File: config.mk
export PLATFORM = sky130hd
export DESIGN_NAME = seq_div16
export DESIGN_NICKNAME = d
export VERILOG_FILES = /design/src/rtl/seq_div16.sv
export SDC_FILE = /design/constraint.sdc
export NUM_CORES = 1
export LEC_CHECK = 0
export ABC_CLOCK_PERIOD_IN_PS = 2060
export CORE_ASPECT_RATIO = 1.75
export CORE_MARGIN = 2
export CORE_UTILIZATION = 29
export DETAILED_ROUTE_END_ITERATION = 10
export PLACE_DENSITY_LB_ADDON = 0.25
export SLEW_MARGIN = 20
export SYNTH_ARGS = -nofsm -noshare
export SYNTH_HDL_FRONTEND = slang
export SYNTH_SLANG_ARGS = --single-unit
File: constraint.sdc
create_clock -name clk -period 2.06 [get_ports clk]
set_input_delay 0.515 -clock clk [delete_from_list [all_inputs] [get_ports clk]]
set_output_delay 0.515 -clock clk [all_outputs]
set_load 0.03 [all_outputs]
File: src/rtl/seq_div16.sv
// Multi-cycle unsigned restoring divider: one quotient bit per clock, results held until the
// next completed operation. Divide-by-zero short-circuits to a one-cycle result.
module seq_div16 #(
    parameter int unsigned WIDTH = 16
) (
    input  logic             clk,
    input  logic             rst_n,
    input  logic             start,
    input  logic [WIDTH-1:0] dividend,
    input  logic [WIDTH-1:0] divisor,
    output logic             busy,
    output logic             done,
    output logic [WIDTH-1:0] quotient,
    output logic [WIDTH-1:0] remainder,
    output logic             div_by_zero
);

    localparam int unsigned CW = $clog2(WIDTH) + 1;

    typedef enum logic [1:0] {StIdle, StRun, StFin} state_t;

    state_t           state;
    logic [WIDTH-1:0] q_reg;
    logic [WIDTH-1:0] r_reg;
    logic [WIDTH-1:0] d_reg;
    logic [CW-1:0]    count;
    logic             dz_pend;

    logic [WIDTH:0]   r_shift;
    logic             no_borrow;
    logic [WIDTH-1:0] next_r;
    logic [WIDTH-1:0] next_q;

    // The shifted partial remainder keeps its carry-out bit so divisors above 2^(WIDTH-1)
    // still compare correctly; the difference itself always fits in WIDTH bits.
    always_comb begin
        r_shift   = {r_reg, q_reg[WIDTH-1]};
        no_borrow = (r_shift >= {1'b0, d_reg});
        next_r    = no_borrow ? (r_shift[WIDTH-1:0] - d_reg) : r_shift[WIDTH-1:0];
        next_q    = {q_reg[WIDTH-2:0], no_borrow};
    end

    always_ff @(posedge clk or negedge rst_n) begin
        if (!rst_n) begin
            state       <= StIdle;
            q_reg       <= '0;
            r_reg       <= '0;
            d_reg       <= '0;
            count       <= '0;
            dz_pend     <= 1'b0;
            busy        <= 1'b0;
            done        <= 1'b0;
            quotient    <= '0;
            remainder   <= '0;
            div_by_zero <= 1'b0;
        end else begin
            done <= 1'b0;
            case (state)
                StRun: begin
                    q_reg <= next_q;
                    r_reg <= next_r;
                    count <= count - 1'b1;
                    if (count == CW'(1)) begin
                        state     <= StFin;
                        quotient  <= next_q;
                        remainder <= next_r;
                        done      <= 1'b1;
                        busy      <= 1'b0;
                    end
                end
                default: begin
                    if (dz_pend) begin
                        // Second cycle of a divide-by-zero; start is not accepted here.
                        dz_pend     <= 1'b0;
                        done        <= 1'b1;
                        div_by_zero <= 1'b1;
                        quotient    <= '1;
                        remainder   <= r_reg;
                        state       <= StFin;
                    end else if (start) begin
                        if (divisor == '0) begin
                            dz_pend <= 1'b1;
                            q_reg   <= '0;
                            r_reg   <= dividend;
                            d_reg   <= '0;
                            count   <= '0;
                            state   <= StIdle;
                        end else begin
                            q_reg       <= dividend;
                            r_reg       <= '0;
                            d_reg       <= divisor;
                            count       <= CW'(WIDTH);
                            state       <= StRun;
                            busy        <= 1'b1;
                            div_by_zero <= 1'b0;
                        end
                    end else begin
                        state <= StIdle;
                    end
                end
            endcase
        end
    end

endmodule

======== Word level (Yosys, flattened, before mapping) ========
Index checks and enable logic that the tools add are counted.
cells by class
  reduce and logical (&&, ||, !) cells .... 9
  $lt $le $gt $ge ......................... 1
  add/subtract/negate cells ............... 2
  multiplexer cells ....................... 39
  equal/unequal tests ..................... 6
  bitwise logic cells ..................... 2
operators with widths
  cell                   number
  $mux W16               16
  $mux W5                4
  $ge A17 B16 Y1         1
  $logic_not A16 Y1      1
  $sub A16 B16 Y16       1
  $mux W1                15
  $mux W2                4
  $reduce_and A3 Y1      2
  $reduce_bool A2 Y1     3
  $eq A5 B1 Y1 const B   1
  $sub A5 B1 Y5 const B  1
  $ne A2 B1 Y1 const B   2
  $ne A2 B2 Y1 const B   2
  $reduce_and A2 Y1      2
  $reduce_and A4 Y1      1
  $eq A2 B1 Y1 const B   1
  $not A1 Y1             2
storage, ports and cells
  logic and storage cells ................. 70
  bits in registers ....................... 91
  output and inout port bits .............. 35
  input port bits ......................... 35

======== Longest topological paths before layout ========
Gate-level depths: netlist (run 1).
  depth after elaboration ................. 5
  gate-level depth with buffers ........... 11
  mapped depth without buffers ............ 10

======== Worst setup path before layout (run 1) ========
Ideal clock, no wire load.
  path kind ............................... reg2reg
  start ................................... reg r_reg[5]
  end ..................................... reg r_reg[1]
  required time ........................... 1930 ps
  setup slack ............................. -136 ps
  data arrival time ....................... 2066 ps
  stages on the path, launching flop included .. 10
  cell sequence ........................... dfrtp_1 -> ha_1 -> nand4_1 -> nor4_2 -> nor4_4 -> o21ai_2 -> a31oi_4 -> buf_4 -> a22oi_1 -> a21oi_1
on the way
  longest elaborated chain between the ends .. 3
RTL lines
  item                    RTL line  source
  from (decl)             24        logic [WIDTH-1:0] r_reg;
  from (signal assigned)  61        r_reg <= next_r;
  from (signal assigned)  84        r_reg <= dividend;
  $ge A17 B16 Y1          38        no_borrow = (r_shift >= {1'b0, d_reg});
  $mux W16                39        next_r = no_borrow ? (r_shift[WIDTH-1:0] - d_reg) : r_shift[WIDTH-1:0];
  $mux W16                58        case (state)
Every way passes these cells.
A chain may end at the register's enable or synchronous reset.

======== Worst setup path after layout (run 1) ========
  start ................................... reg r_reg[0]
  end ..................................... reg r_reg[12]
on the way
  longest elaborated chain between the ends .. 3
RTL lines
  item                                                RTL line
  $sub A16 B16 Y16 or $ge A17 B16 Y1 (tied branches)  39, 38
  $mux W16 *                                          39
  $mux W16 *                                          58
Mark *: on every way between the ends. The rest lies on a longest branch, timed or not.

==> flow_metrics.py, run 1 <==
metrics = {
    "run_status": {
        "status": "complete, but fails checks",
        "violations": "setup timing",
    },
    "setup_path": {
        "crit_type": "reg -> reg",
        "regToRegStartpoint": "r_reg[0]",
        "crit_required_ns": 2.32,
        "path_max_fanout": 9,
        "path_cells": "ha_4 > nand2b_4 > a211oi_4 > o21ai_4 > a32o_2 > a21oi_4 > buf_12 > buf_6 > nand2_2 > a31oi_2",
        "cp.arrival_ns": 2.59,
        "crit_path_start_kind": "flop",
        "reg2reg_to": "r_reg[12]",
        "reg2reg_depth": 10,
        "slowest_stage": "dfrtp_1",
        "rrSetupSlack_ns": -0.27,
        "critPathCaptureType": "flop",
        "max_stage_delay_ns": 0.43,
    },
    "routing": {
        "avgRoutedWirePerCell_um": 17.0,
        "firstDrtPassIters": 6,
        "ant_nets": 0,
        "vias": 4638,
        "drt-vias-per-instance": 5.08,
        "drc_errors": 0,
        "drt_iter0_markers": 208,
        "wl_mm": 15.5,
    },
    "sta": {
        "slew_headroom_pct": 62.4,
        "timing.hold.ws_ns": 0.142,
        "worst_pin_slew_ns": 0.558,
        "finalSetupViolCount": 34,
        "maxClockFrequency_ghz": 0.429,
        "rsz0062_at_grt": "yes",
        "timing.final.ws_setup_ns": -0.272,
        "tns_ns": -7.29,
        "layout_min_cycle_time_ns": 2.33,
        "hold_violations": 0,
        "drv_slew": 0,
        "period_share_pct": 113,
        "fin_worst_skew_ns": 0.0103,
    },
    "job": {
        "cap_violations": 0,
    },
    "clocking": {
        "cts_htree_levels": 3,
        "tritoncts": "done",
        "path_clk_slew_ns": 0.08,
        "worstSkewPairLatency_ns": 0.34,
        "cts_buffers": 9,
        "cts_max_path_buffers": 2,
        "cts_root_buf": "clkbuf_16",
        "cts.sinks": 91,
    },
    "finish": {
        "layout-drive-gt1-share_pct": 34.5,
        "layout_commonest_cell": "buf_4",
        "post-route-util_pct": 46.8,
        "mostFrequentLayoutCells": "buf_4, dfrtp_1, nand2_1",
        "fin_cells": 913,
        "syn_to_final_growth_pct": 59.6,
        "layout.nets": 770,
        "nFillCells": 1534,
        "n_antenna_cell": 0,
    },
    "yosys": {
        "synth_cells": 516,
        "synth_top_area_share_pct": 47.7,
        "yosysWarnings": 0,
        "async_flop_share_pct": 100,
        "synth_seq_area_share_pct": 47.7,
        "ys.flop_type": "dfrtp_1",
        "ys_ff_latch": 91,
        "synth_top_area_cell": "dfrtp_1",
        "syn_nets": 570,
        "synth_edf_count": 0,
        "synth.area.top_cells": "dfrtp_1, a21oi_1, nand2_1",
        "synth_area_um2": 4770,
        "syn_area_per_cell_um2": 9.25,
        "synth_cell_type_count": 56,
    },
    "power_and_ir_drop": {
        "peakVddDrop_mv": 0.899,
        "powerDensity_nw_per_um2": 2160,
        "p_leak_nw": 3.52,
    },
    "placement": {
        "hpwlAfterDp_mm": 11.8,
        "place_congestion": 0.861,
        "port_buffers": 69,
        "place_inst": 878,
    },
    "floorplan": {
        "core_um2": 16300,
        "dieHeight_um": 174,
        "initial_core_util_pct": 29.3,
        "rows": 62,
        "ios": 70,
        "die_area_um2": 17500,
        "die_w_um": 101,
    },
    "global_route": {
        "overflow": 0,
        "antenna_found_initial": 0,
        "grt_pass1_wl_mm": 24.8,
        "first_global_vias": 4940,
        "track_usage_pct": 18.1,
        "grt_max_degree": 39,
    },
    "worst_hold_path": {
        "min_path_type": "in -> async",
    },
}
-- how the worst max path moves through the flow --
stage                    start             to  cells after the start
floorplan             r_reg[4]  remainder[11]                     10
global placement    divisor[0]      r_reg[14]                      7
detailed placement  divisor[0]      r_reg[15]                      7
CTS                  q_reg[15]      r_reg[14]                     10
global route          r_reg[8]       r_reg[6]                     10
finish                r_reg[0]      r_reg[12]                     10
-- repair_timing --
item	in CTS	in global routing
pin swaps	22	22
buffers inserted	11	7
hold buffers	0	0
gates resized for setup	45	30
gates cloned	0	1
setup endpoints to repair	68	45
-- cell type report --
| class | instances | area, um2 | share of cell area, % |
|---|---|---|---|
| inverter | 41 | 154 | 2.02 |
| clock inverter | 7 | 81.3 | 1.07 |
| sequential | 91 | 2280 | 29.9 |
| clock buffer | 9 | 225 | 2.96 |
| timing repair buffer | 216 | 1940 | 25.4 |
| multi-input combinational | 357 | 2700 | 35.5 |
| tap | 192 | 240 | 3.15 |
-- through the flow --
| step | total power [W] | setup slack [ns] | instance area, um2 |
|---|---|---|---|
| 2_1_floorplan | 0.00915 | -0.0400 | 4980 |
| 3_3_place_gp | 0.0130 | -0.677 | 6830 |
| 3_5_place_dp | 0.0132 | -0.680 | 6830 |
| 4_1_cts | 0.0161 | -0.314 | 7460 |
| 5_1_grt | 0.0176 | -0.359 | 7620 |
| 6_report | 0.0165 | -0.272 | 7620 |
-- per-layer routing --
metal | vias up | global-route usage, % | wire, um
li1 | 2250 | - | -
met1 | 2242 | 20.1 | 5940
met2 | 124 | 34.1 | 8630
met3 | 22 | 2.10 | 574
met4 | 0 | 7.21 | 403
met5 | - | 0 | 0
-- critical path, delay by kind of cell, from the launching register on --
kind	cells	cell delay, ns
AND/OR/NAND/NOR	2	0.12
flip-flops	1	0.43
buffers and inverters	2	0.27
adder cells (fa/ha/maj)	1	0.30
AO/OA/AOI/OAI	5	1.11
-- Yosys cell counts (3+ instances only) --
library cell,instances
dfrtp_1,91
nand2_1,67
a21oi_1,54
nor2_1,44
inv_1,41
clkbuf_1,24
o21ai_0,20
nand3_1,19
a22o_1,18
ha_1,18
a222oi_1,15
a31oi_1,10
o22ai_1,8
xnor2_1,8
a22oi_1,6
nor3_1,6
nand2b_1,5
a22oi_2,4
nor2b_1,4
nor4_1,4
xor2_1,4
nand4_1,3
-- logic make-up (layout without fill, tap and decap cells) --
family,after synthesis,count (layout),synth area share (%)
adder cells (fa/ha/maj),19,19,5.14
AND/OR/NAND/NOR,166,167,15.9
XOR/XNOR,12,12,2.20
buffers and inverters,69,273,5.69
AO/OA/AOI/OAI,158,158,23.2
flip-flops,91,91,47.7
multiplexers,1,1,0.210
-- power by group --
| group | switching [W] | internal (W) |
|---|---|---|
| Combinational | 0.00560 | 0.00580 |
| Sequential | 0.000686 | 0.00266 |
| Clock | 0.000773 | 0.000966 |
Power figures use the tool's default switching activity.
==> run 2: changes to the inputs <==
--- a/config.mk
+++ b/config.mk
@@ -7,7 +7,7 @@
 export LEC_CHECK = 0
 export ABC_CLOCK_PERIOD_IN_PS = 2060
 export CORE_ASPECT_RATIO = 1.75
-export CORE_MARGIN = 2
+export CORE_MARGIN = 1
 export CORE_UTILIZATION = 29
 export DETAILED_ROUTE_END_ITERATION = 10
 export PLACE_DENSITY_LB_ADDON = 0.25
==> run 2 against run 1 <==
The flow still finishes with violations (setup timing). Sequential power about the same. Maximum frequency up 0.53%. Total power up 3.0%. Non-clock buffer count down 12. Routed wire length up 1.1%. Final cell count down 1.8%. Setup slack better by 0.012 ns. Die area down 3.1%. First-iteration DRC count up 36%. Critical path type unchanged. Critical endpoint is now remainder[7].
==> flow_metrics.py, run 2 (same netlist as run 1, synthesis figures left out) <==
metrics = {
    "sta": {
        "slew_headroom_pct": 60.5,
        "drv_slew": 0,
        "period_share_pct": 113,
        "finalSetupViolCount": 33,
        "hold_violations": 0,
        "fin_worst_skew_ns": 0.0126,
        "worst_pin_slew_ns": 0.589,
        "timing.final.ws_setup_ns": -0.259,
        "layout_min_cycle_time_ns": 2.32,
        "rsz0062_at_grt": "yes",
        "maxClockFrequency_ghz": 0.431,
    },
    "power_and_ir_drop": {
        "p_leak_nw": 3.40,
        "total_power_w": 0.0170,
        "powerDensity_nw_per_um2": 2240,
        "peakVddDrop_mv": 0.779,
    },
    "global_route": {
        "use_met1_pct": 21.2,
        "met2_usage_pct": 37.1,
        "overflow": 0,
        "grt_pass1_wl_mm": 25.2,
        "track_usage_pct": 19.3,
        "grt_max_degree": 92,
        "antenna_found_initial": 0,
        "grt_most_used_layer": "met2",
        "use_met3_pct": 2.48,
        "first_global_vias": 4898,
    },
    "routing": {
        "vias": 4688,
        "drc_errors": 0,
        "ant_nets": 0,
        "drt_iter0_markers": 283,
        "avgRoutedWirePerCell_um": 17.5,
        "drt-vias-per-instance": 5.23,
        "firstDrtPassIters": 7,
        "wl_mm": 15.7,
    },
    "setup_path": {
        "rrSetupSlack_ns": -0.26,
        "regToRegStartpoint": "r_reg[0]",
        "critPathCaptureType": "flop",
        "path_max_fanout": 9,
        "reg2reg_to": "remainder[7]",
        "startpoint": "r_reg[0]",
        "cp.arrival_ns": 2.58,
        "reg2reg_depth": 10,
        "crit_path_start_kind": "flop",
        "endpoint": "remainder[7]",
        "crit_type": "reg -> reg",
        "crit_required_ns": 2.32,
    },
    "placement": {
        "port_buffers": 69,
        "hpwlAfterDp_mm": 11.5,
        "place_congestion": 0.894,
        "place_area_um2": 6790,
        "place_inst": 869,
    },
    "floorplan": {
        "initial_core_util_pct": 29.9,
        "ios": 70,
        "rows": 61,
        "die_w_um": 99.0,
        "die_area_um2": 17000,
        "core_um2": 16000,
        "dieHeight_um": 172,
    },
    "clocking": {
        "cts_htree_levels": 3,
        "cts_buffers": 9,
        "worstSkewPairLatency_ns": 0.35,
        "cts_max_path_buffers": 2,
        "cts.sinks": 91,
        "tritoncts": "done",
        "cts_root_buf": "clkbuf_16",
        "cts_hold_buf": 0,
        "path_clk_slew_ns": 0.07,
    },
    "finish": {
        "n_antenna_cell": 0,
        "final_area_um2": 7590,
        "post-route-util_pct": 47.6,
        "fin_cells": 897,
        "layout-drive-gt1-share_pct": 32.9,
        "layout.nets": 757,
        "mostFrequentLayoutCells": "buf_4, dfrtp_1, clkdlybuf4s50_1",
        "layout_commonest_cell": "buf_4",
        "syn_to_final_growth_pct": 59.0,
    },
    "job": {
        "cap_violations": 0,
    },
    "worst_hold_path": {
        "min_path_type": "in -> async",
    },
    "run_status": {
        "violations": "setup timing",
        "status": "complete, but fails checks",
    },
}
-- run 2: changes by cell type in the layout (fill, tap and decap cells not counted), sizes merged, moves of 2 or more --
cell,change
buf,-12
bufinv,+2
clkdlybuf4s50,+10
dlymetal6s2s,-10
inv,-3
-- run 2: worst min-delay path by stage --
stage,from,endpoint
5_1_grt,rst_n,remainder[4]
3_3_place_gp,div_by_zero,div_by_zero
4_1_cts,rst_n,remainder[4]
6_report,rst_n,remainder[4]
3_5_place_dp,quotient[13],quotient[13]
2_1_floorplan,rst_n,busy
-- run 2: per-layer routing --
metal  vias to the layer above  routed length [um]
met5                         -                   0
met4                         0                 488
met3                        35                 490
met2                       127                8650
met1                      2297                6080
li1                       2229                   -
-- run 2: critical path, cell delays in order (launching register included) --
cell and delay [ns]:
dfrtp_2 0.45, ha_4 0.29, nand2b_4 0.07, a211oi_4 0.28, o21ai_2 0.13, a32o_2 0.32, a21oi_4 0.19, buf_12 0.17
buf_6 0.11, a22oi_2 0.06, a21oi_1 0.16
-- run 2: area by class of cell --
cell class	count	area (um2)
clock buffer	9	225
clock inverter	7	121
fill	1502	8360
inverter	41	156
multi-input combinational	356	2710
sequential	91	2280
tap	189	236
timing repair buffer	204	1860
-- run 2: repair_timing --
action	in CTS	in global routing
pin swaps	36	24
buffers inserted	12	3
resized for setup	46	28
endpoints found under the setup margin	67	44
-- run 2: where the power goes --
part | total [W] | internal (W) | leakage (nW) | switching (W)
Combinational | 0.0117 | 0.00587 | 2.11 | 0.00585
Sequential | 0.00332 | 0.00266 | 1.12 | 0.000663
Clock | 0.00194 | 0.00120 | 0.170 | 0.000741
-- run 2: per-stage QoR --
stage          hold slack (ns)  worst slack, ns  setup TNS, ns
5_1_grt                  0.244           -0.349          -9.66
3_5_place_dp             0.480           -0.568         -30.16
6_report                 0.173           -0.259          -6.68
3_3_place_gp             0.464           -0.525         -27.41
2_1_floorplan            0.219          -0.0400         -0.324
4_1_cts                  0.238           -0.261          -6.67
